==> src/rtl/ifu_fetch.sv <==
// ifu_fetch: instruction fetch unit.
//   Owns the PC and issues word fetches on a req/gnt/rvalid instruction bus.
//   Returned words are buffered in a small queue and presented one per cycle
//   to the if_id register. Redirects from ex and stalls from ctrl are applied
//   here. Responses still in flight for a squashed stream are discarded.
// Ports:
//   clk, rst                 clock, synchronous active-high reset
//   hold_flag_i [2:0]        stall request from ctrl (any nonzero value stalls)
//   jump_flag_i, jump_addr_i redirect request and target (bits [1:0] ignored)
//   ibus_req_o, ibus_addr_o  fetch request and word address
//   ibus_gnt_i               request accepted this cycle
//   ibus_rvalid_i/rdata_i    in-order read response
//   ins_o, ins_addr_o        instruction and its address (NOP / 0 when idle)
//   ins_valid_o              queue head presented and consumed this cycle
module ifu_fetch #(
  parameter logic [31:0] RESET_ADDR = 32'h0000_0000,
  parameter int          DEPTH      = 2
) (
  input  logic        clk,
  input  logic        rst,
  input  logic [2:0]  hold_flag_i,
  input  logic        jump_flag_i,
  input  logic [31:0] jump_addr_i,
  output logic        ibus_req_o,
  output logic [31:0] ibus_addr_o,
  input  logic        ibus_gnt_i,
  input  logic        ibus_rvalid_i,
  input  logic [31:0] ibus_rdata_i,
  output logic [31:0] ins_o,
  output logic [31:0] ins_addr_o,
  output logic        ins_valid_o
);

  localparam logic [31:0] NOP     = 32'h0000_0013;
  localparam logic [2:0]  DEPTH_C = 3'(DEPTH);

  function automatic logic [1:0] ptr_inc(input logic [1:0] p);
    return (p == 2'(DEPTH - 1)) ? 2'd0 : p + 2'd1;
  endfunction

  logic [31:0] pc_q, pc_d;
  logic [2:0]  count_q, count_d;
  logic [2:0]  outst_q, outst_d;
  logic [2:0]  drop_q, drop_d;
  logic [1:0]  rd_q, rd_d, wr_q, wr_d;
  logic [1:0]  tag_rd_q, tag_rd_d, tag_wr_q, tag_wr_d;
  logic        pend_q, pend_d;

  // Storage is sized for the largest DEPTH; only DEPTH entries are addressed.
  logic [31:0] qdata_q [4];
  logic [31:0] qaddr_q [4];
  logic [31:0] tag_q   [4];

  logic stall, credit, req, hs, rv_ok, push, pop;
  logic unused_jaddr;

  assign unused_jaddr = ^jump_addr_i[1:0];

  assign stall  = (hold_flag_i != 3'd0);
  assign credit = ({1'b0, count_q} + {1'b0, outst_q}) < {1'b0, DEPTH_C};
  // A request left pending without gnt is held even if a stall arrives;
  // only a redirect or reset may withdraw it.
  assign req    = !rst && !jump_flag_i && (pend_q || (credit && !stall));
  assign hs     = req && ibus_gnt_i;
  assign rv_ok  = ibus_rvalid_i && (outst_q != 3'd0);
  assign push   = rv_ok && (drop_q == 3'd0) && !jump_flag_i && !rst;
  assign pop    = !rst && !jump_flag_i && !stall && (count_q != 3'd0);

  assign ibus_req_o  = req;
  assign ibus_addr_o = pc_q;
  assign ins_valid_o = pop;
  assign ins_o       = pop ? qdata_q[rd_q] : NOP;
  assign ins_addr_o  = pop ? qaddr_q[rd_q] : 32'h0;

  always_comb begin
    pc_d     = pc_q;
    count_d  = count_q;
    outst_d  = outst_q + 3'(hs) - 3'(rv_ok);
    drop_d   = drop_q;
    rd_d     = rd_q;
    wr_d     = wr_q;
    tag_wr_d = hs ? ptr_inc(tag_wr_q) : tag_wr_q;
    tag_rd_d = rv_ok ? ptr_inc(tag_rd_q) : tag_rd_q;
    pend_d   = req && !ibus_gnt_i;

    if (jump_flag_i) begin
      pc_d    = {jump_addr_i[31:2], 2'b00};
      count_d = 3'd0;
      rd_d    = 2'd0;
      wr_d    = 2'd0;
      // Everything still outstanding after this cycle belongs to the old stream.
      drop_d  = outst_d;
    end else begin
      if (hs) pc_d = pc_q + 32'd4;
      if (rv_ok && (drop_q != 3'd0)) drop_d = drop_q - 3'd1;
      count_d = count_q + 3'(push) - 3'(pop);
      if (push) wr_d = ptr_inc(wr_q);
      if (pop)  rd_d = ptr_inc(rd_q);
    end
  end

  always_ff @(posedge clk) begin
    if (rst) begin
      pc_q     <= RESET_ADDR;
      count_q  <= 3'd0;
      outst_q  <= 3'd0;
      drop_q   <= 3'd0;
      rd_q     <= 2'd0;
      wr_q     <= 2'd0;
      tag_rd_q <= 2'd0;
      tag_wr_q <= 2'd0;
      pend_q   <= 1'b0;
    end else begin
      pc_q     <= pc_d;
      count_q  <= count_d;
      outst_q  <= outst_d;
      drop_q   <= drop_d;
      rd_q     <= rd_d;
      wr_q     <= wr_d;
      tag_rd_q <= tag_rd_d;
      tag_wr_q <= tag_wr_d;
      pend_q   <= pend_d;
      assert (!(push && !pop && (count_q == DEPTH_C)));
    end
  end

  // Data storage carries no reset; validity is tracked by the counters above.
  always_ff @(posedge clk) begin
    if (hs) tag_q[tag_wr_q] <= pc_q;
    if (push) begin
      qdata_q[wr_q] <= ibus_rdata_i;
      qaddr_q[wr_q] <= tag_q[tag_rd_q];
    end
  end

endmodule

==> config.mk <==
export PLATFORM = sky130hd
export DESIGN_NAME = ifu_fetch
export DESIGN_NICKNAME = d
export VERILOG_FILES = /design/src/rtl/ifu_fetch.sv
export SDC_FILE = /design/constraint.sdc
export NUM_CORES = 1
export LEC_CHECK = 0
export CAP_MARGIN = 0
export CORE_MARGIN = 1.5
export CORE_UTILIZATION = 25
export DETAILED_ROUTE_END_ITERATION = 10
export DONT_BUFFER_PORTS = 1
export GPL_TIMING_DRIVEN = 0
export PLACE_DENSITY_LB_ADDON = 0.3
export SLEW_MARGIN = 5
export SYNTH_ARGS = -nofsm -noshare
export SYNTH_HDL_FRONTEND = slang
export SYNTH_SLANG_ARGS = --single-unit
export TNS_END_PERCENT = 10
==> constraint.sdc <==
create_clock -name clk -period 10.5 [get_ports clk]
set_input_delay 2.1 -clock clk [delete_from_list [all_inputs] [get_ports clk]]
set_output_delay 2.1 -clock clk [all_outputs]
set_load 0.05 [all_outputs]
### Word level (Yosys, flattened, before mapping)

Memories as Yosys holds them, arrays and structs flattened. A register that Yosys moved wholly into a read port is not among the register bits.
Index checks and enable logic that the tools add are counted.

* memories kept: 3
* input bits: 72
* memory bits (writable): 384
* word-level logic and storage cells: 74
* register bits: 50

* add/subtract/negate cells: 11
* magnitude comparators: 1
* reductions and logical operators: 25
* equal/unequal tests: 4
* multiplexer cells: 20

Memory list
* qaddr_q: words 4, width 32, read ports 1, clocked after Yosys merged registers in 1, write ports 1, line 51 `logic [31:0] qaddr_q [4];`
* qdata_q: words 4, width 32, read ports 1, clocked after Yosys merged registers in 1, write ports 1, line 50 `logic [31:0] qdata_q [4];`
* tag_q: words 4, width 32, read ports 1, clocked after Yosys merged registers in 1, write ports 1, line 52 `logic [31:0] tag_q [4];`

Operators with widths (number)
* $mux 32: 4
* $add 32x3->32 const B: 1
* $mux 2: 10
* $logic_and 1x1->1: 12
* $reduce_bool 3->1: 4
* $add 2x1->2 const B: 4
* $eq 2x1->1 const B: 4
* $add 3x1->3: 2
* $mux 3: 2
* $sub 3x1->3: 2
* $add 3x3->4: 1
* $logic_not 1->1: 4
* $lt 4x2->1 const B: 1
* $mux 1: 4
* $reduce_bool 2->1: 2
* $logic_not 3->1: 1
* $sub 3x1->3 const B: 1
* $reduce_or 2->1: 1
* $logic_or 1x1->1: 1

### Logic depth before layout (Yosys ltp)

* word-level depth: 9
* mapped depth: 16

### Worst setup path after synthesis

No wires, ideal clock.

* kind: in2reg
* from: input rst
* to: memory qaddr_q[2][10] (enable)
* cell stages on the path: 5
* setup slack: 2.582 ns
* required time: 9.929 ns
* buffers on the path: 1
* arrival: 7.347 ns
* library setup time: 0.571 ns
* cell sequence: nor2_1 -> clkbuf_1 -> and3_1 -> inv_1 -> nor3b_1

* longest elaborated chain between the ends: 4

RTL lines
* start, declared: line 20 `input logic rst,`
* $logic_not 1->1: line 66 `assign push = rv_ok && (drop_q == 3'd0) && !jump_flag_i && !rst;`
* $logic_and 1x1->1: line 66
* $mux 1: line 130 `if (push) begin`
* $mux 1 (implied by the code): line 132 `qaddr_q[wr_q] <= tag_q[tag_rd_q];`
* end, declared: line 51

Every way passes these cells.

### Worst setup path in the final report

* from: input rst
* to: output ins_addr_o[30]

* longest elaborated chain between the ends: 5

RTL lines
* $logic_not 1->1: line 67 `assign pop = !rst && !jump_flag_i && !stall && (count_q != 3'd0);`
* $logic_and 1x1->1 (3 in series): line 67
* $mux 32: line 73 `assign ins_addr_o = pop ? qaddr_q[rd_q] : 32'h0;`
* end, declared: line 30 `output logic [31:0] ins_addr_o,`

Every way passes these cells.

==> summary.md <==
| Metric | Value |
|---|---|
| Critical Path Start | `rst` |
| Non-Filler Instances | `1884` |
| Die Ht | `260 um` |
| Post-Synth Simple-Gate Area | `7.56%` |
| Seq/Total Area, Yosys | `73.1%` |
| Number of flops mapped to enable cells by yosys | `368` |
| Htree depth | `2` |
| Post-cts resize count | `0` |
| Syn avg cell area | `18.4 um^2` |
| Synth area leader | `edfxtp_1` |
| Layout area overhead | `18.8%` |
| Mux cell area share after synthesis | `12.6%` |
| Cells on worst reg2reg path | `15` |
| Number of CTS-inserted buffers | `46` |
| Via density | `4.63` |
| IO Port Bufs | `0` |
| CP max stage delay | `0.70 ns` |
| Post-synth top flop | `edfxtp_1` |
| Logic depth of the worst path, buffers included | `5` |
| Max cap viols | `0` |
| Yosys reg bits | `420` |
| Static leakage | `0.00632 uW` |
| Residual DRC | `0` |
| Max Slew Vio Count | `0` |
| Power per cell area | `201 nW/um^2` |
| Slew margin rel. | `34.7%` |
| Die Area | `67700 um^2` |
| Area fraction in compound gates after synthesis | `3.31%` |
| Crit path buf inv count | `3` |
| Clock Latency Late Sink | `0.57 ns` |
| Fmax | `0.144 GHz` |
| Synth async-reset ratio | `0%` |
| VDD IR-drop max | `0.113 mV` |
| Clk sinks | `420` |
| DRT iter0 DRCs | `582` |
| Critical path's top delay family | `buffers and inverters` |
| Post-CTS Setup Repair Bufs | `0` |
| CTS tree | `yes` |
| Core area | `65600 um^2` |
| Share of cells above drive strength 1 | `22.9%` |
| Root Driver | `clkbuf_16` |
| Reg2reg end | `drop_q[2]` |
| Ports | `170` |
| Post-synth top area share | `66.8%` |
| CP Class | `in2out` |
| Routed vias | `8722` |
| Endpoint class of the critical path | `primary output` |
| Final Skew | `0.0192 ns` |
| Largest net degree at the start of global routing | `35` |
| Netlist cell types | `59` |
| Worst-path clk slew | `0.06 ns` |
| Detail Route Antenna Nets | `0` |
| Tmin final | `6.94 ns` |
| Cell area after synthesis | `16500 um^2` |
| Post-Layout Inst Area | `19700 um^2` |
| Cells after Synth | `901` |
| WL per Instance | `22.1 um` |
| Final Net Count | `1069` |
| Num rows | `94` |
| CP Cell Sequence | `nor2_1 > clkbuf_1 > clkbuf_1 > clkbuf_1 > and3_1` |
| RSZ-0062 raised after global routing | `no` |
| CP dominant cell by count | `clkbuf_1` |
| Number of global-route vias before repair | `8835` |
| Tcrit/Tclk final | `66.1%` |
| Startpoint Class | `primary input` |
| Total Wirelength | `41600 um` |
| Slowest CP cell | `and3_1` |
| Hold Path Class | `reg2reg` |
| Main combinational cell family by area after synthesis | `multiplexers` |
| Hold path start | `rd_q[1]` |
| CP arrival | `4.84 ns` |
| Worst EP required | `8.40 ns` |
| Initial antenna violation count | `0` |
| Initial Util | `25.2%` |
| Synth Area in Adders | `1.04%` |
| Outcome | `finished clean` |
| Horiz. Die Dim | `260 um` |
| Worst setup path endpoint | `ins_addr_o[30]` |
| First-pass GRT wire length | `60200 um` |
| Overflow after GRT | `0` |
| Count of final setup violators | `0` |
| RePlAce Congestion | `0.793` |
| Reg2reg start | `count_q[1]` |
| Post-CTS Hold Buffers | `0` |
| Antenna cell count | `0` |
| Slew at the pin closest to its max-slew limit | `0.979 ns` |
| Detailed placer's ending HPWL | `29000 um` |
| Placed cell area | `18100 um^2` |
| Yosys warning total | `0` |
| Drt pass-1 iters | `4` |
| Final hold viol count | `0` |
| Longest Clk Path Bufs | `3` |
| Synth Area in XOR/XNOR | `0.476%` |
| Crit Path Max Fanout | `10` |
| Reg2Reg Setup Slack | `6.54 ns` |
| Placed Cells | `1801` |
| Global Route Usage Sum | `12.2%` |
| Synth top area cells | `edfxtp_1 (67%), mux4_2 (13%), dfxtp_1 (6.3%), and3_1 (2.5%), clkbuf_1 (0.79%)` |
[layout by cell type, fill, tap and decap left out, types with 5 or more instances in the layout]
cell type / instances
nor2_1: 21
bufinv_16: 8
buf_2: 16
o211ai_1: 12
and3_1: 64
clkbuf_1: 40
edfxtp_1: 368
nor3_1: 9
o21ai_0: 18
a311oi_1: 8
or4_1: 6
xnor2_1: 8
dfxtp_1: 52
ha_1: 9
nand2_1: 30
buf_4: 16
nand3_1: 17
a21oi_1: 9
nor3_2: 5
clkbuf_16: 47
clkinv_1: 8
and4_1: 5
nand4_1: 11
clkinv_2: 5
and2_1: 6
buf_6: 13
nor2b_1: 8
inv_1: 19
or3_1: 5
mux4_2: 92
a211oi_1: 6
[through the flow]
stage | hold WS [ns] | worst slack, ns | TNS [ns] | power, uW | util [%]
floorplan | 0.407 | 2.58 | 0 | 2200 | -
finish | 0.426 | 3.56 | 0 | 3960 | 30.0
global route | 0.461 | 3.50 | 0 | 4100 | 30.0
CTS | 0.427 | 3.57 | 0 | 4010 | 30.0
detailed placement | 0.419 | 3.58 | 0 | 2300 | 27.5
global placement | 0.423 | -2.67 | -287.84 | 2290 | 26.9
[state kept, by name (all words and copies together), names as in the netlist, named ones only]
| register | flops |
|---|---|
| qdata_q | 128 |
| tag_wr_q | 2 |
| qaddr_q | 120 |
| tag_rd_q | 2 |
| count_q | 3 |
| outst_q | 3 |
| tag_q | 120 |
| pend_q | 1 |
| rd_q | 2 |
| drop_q | 3 |
| wr_q | 2 |
| ibus_addr_o | 30 |
[worst min-delay path, stage by stage, from the launching register on]
cell and delay, ns:
dfxtp_1 0.29, nand2_1 0.04, a21oi_1 0.04
[worst min-delay path by stage]
stage                     slack [ns]          end  cells after the start
after floorplan                 0.41    flip-flop                      2
after global placement          0.42    flip-flop                      2
after detailed placement        0.42    flip-flop                      2
after CTS                       0.43    flip-flop                      2
after global routing            0.46  tag_rd_q[1]                      2
final                           0.43      rd_q[1]                      2
[cell type report]
cell class | count | area (um^2)
fill | 6490 | 46000
sequential | 420 | 12100
multi-input combinational | 408 | 4190
clock buffer | 56 | 1250
tap | 864 | 1080
timing repair buffer | 33 | 384
clock inverter | 27 | 343
buffer | 57 | 249
inverter | 19 | 71.3
[power breakdown]
| group | internal (uW) | switching, uW | leakage (uW) |
|---|---|---|---|
| registers | 1890 | 71.6 | 0.00376 |
| clock network | 1040 | 652 | 0.000777 |
| logic | 129 | 169 | 0.00178 |
| total | 3060 | 893 | 0.00632 |
[per-layer routing]
metal	global-route usage (%)	up-vias	wire, um
met4	3.64	0	876
met1	15.9	4527	17800
met3	3.82	64	3320
met2	19.3	286	19500
li1	-	3845	-
met5	0	-	0
[cells by family after synthesis]
logic type / count (synthesis)
other: 1
and+or+nand+nor: 214
adders and majority gates: 12
xor gates and xnor gates: 9
muxes: 93
DFF: 420
buffers and inverters: 76
AOI/OAI and AO/OA: 76
[synth_stat cells, types with 12 or more instances]
library cell and n:
edfxtp_1 368, mux4_2 92, and3_1 65, dfxtp_1 52, clkbuf_1 35, nand2_1 30
nor2_1 22, inv_1 19, o21ai_0 18, nand3_1 17, buf_2 16, nor3_1 14
o211ai_1 12
Power figures use the tool's default switching activity.
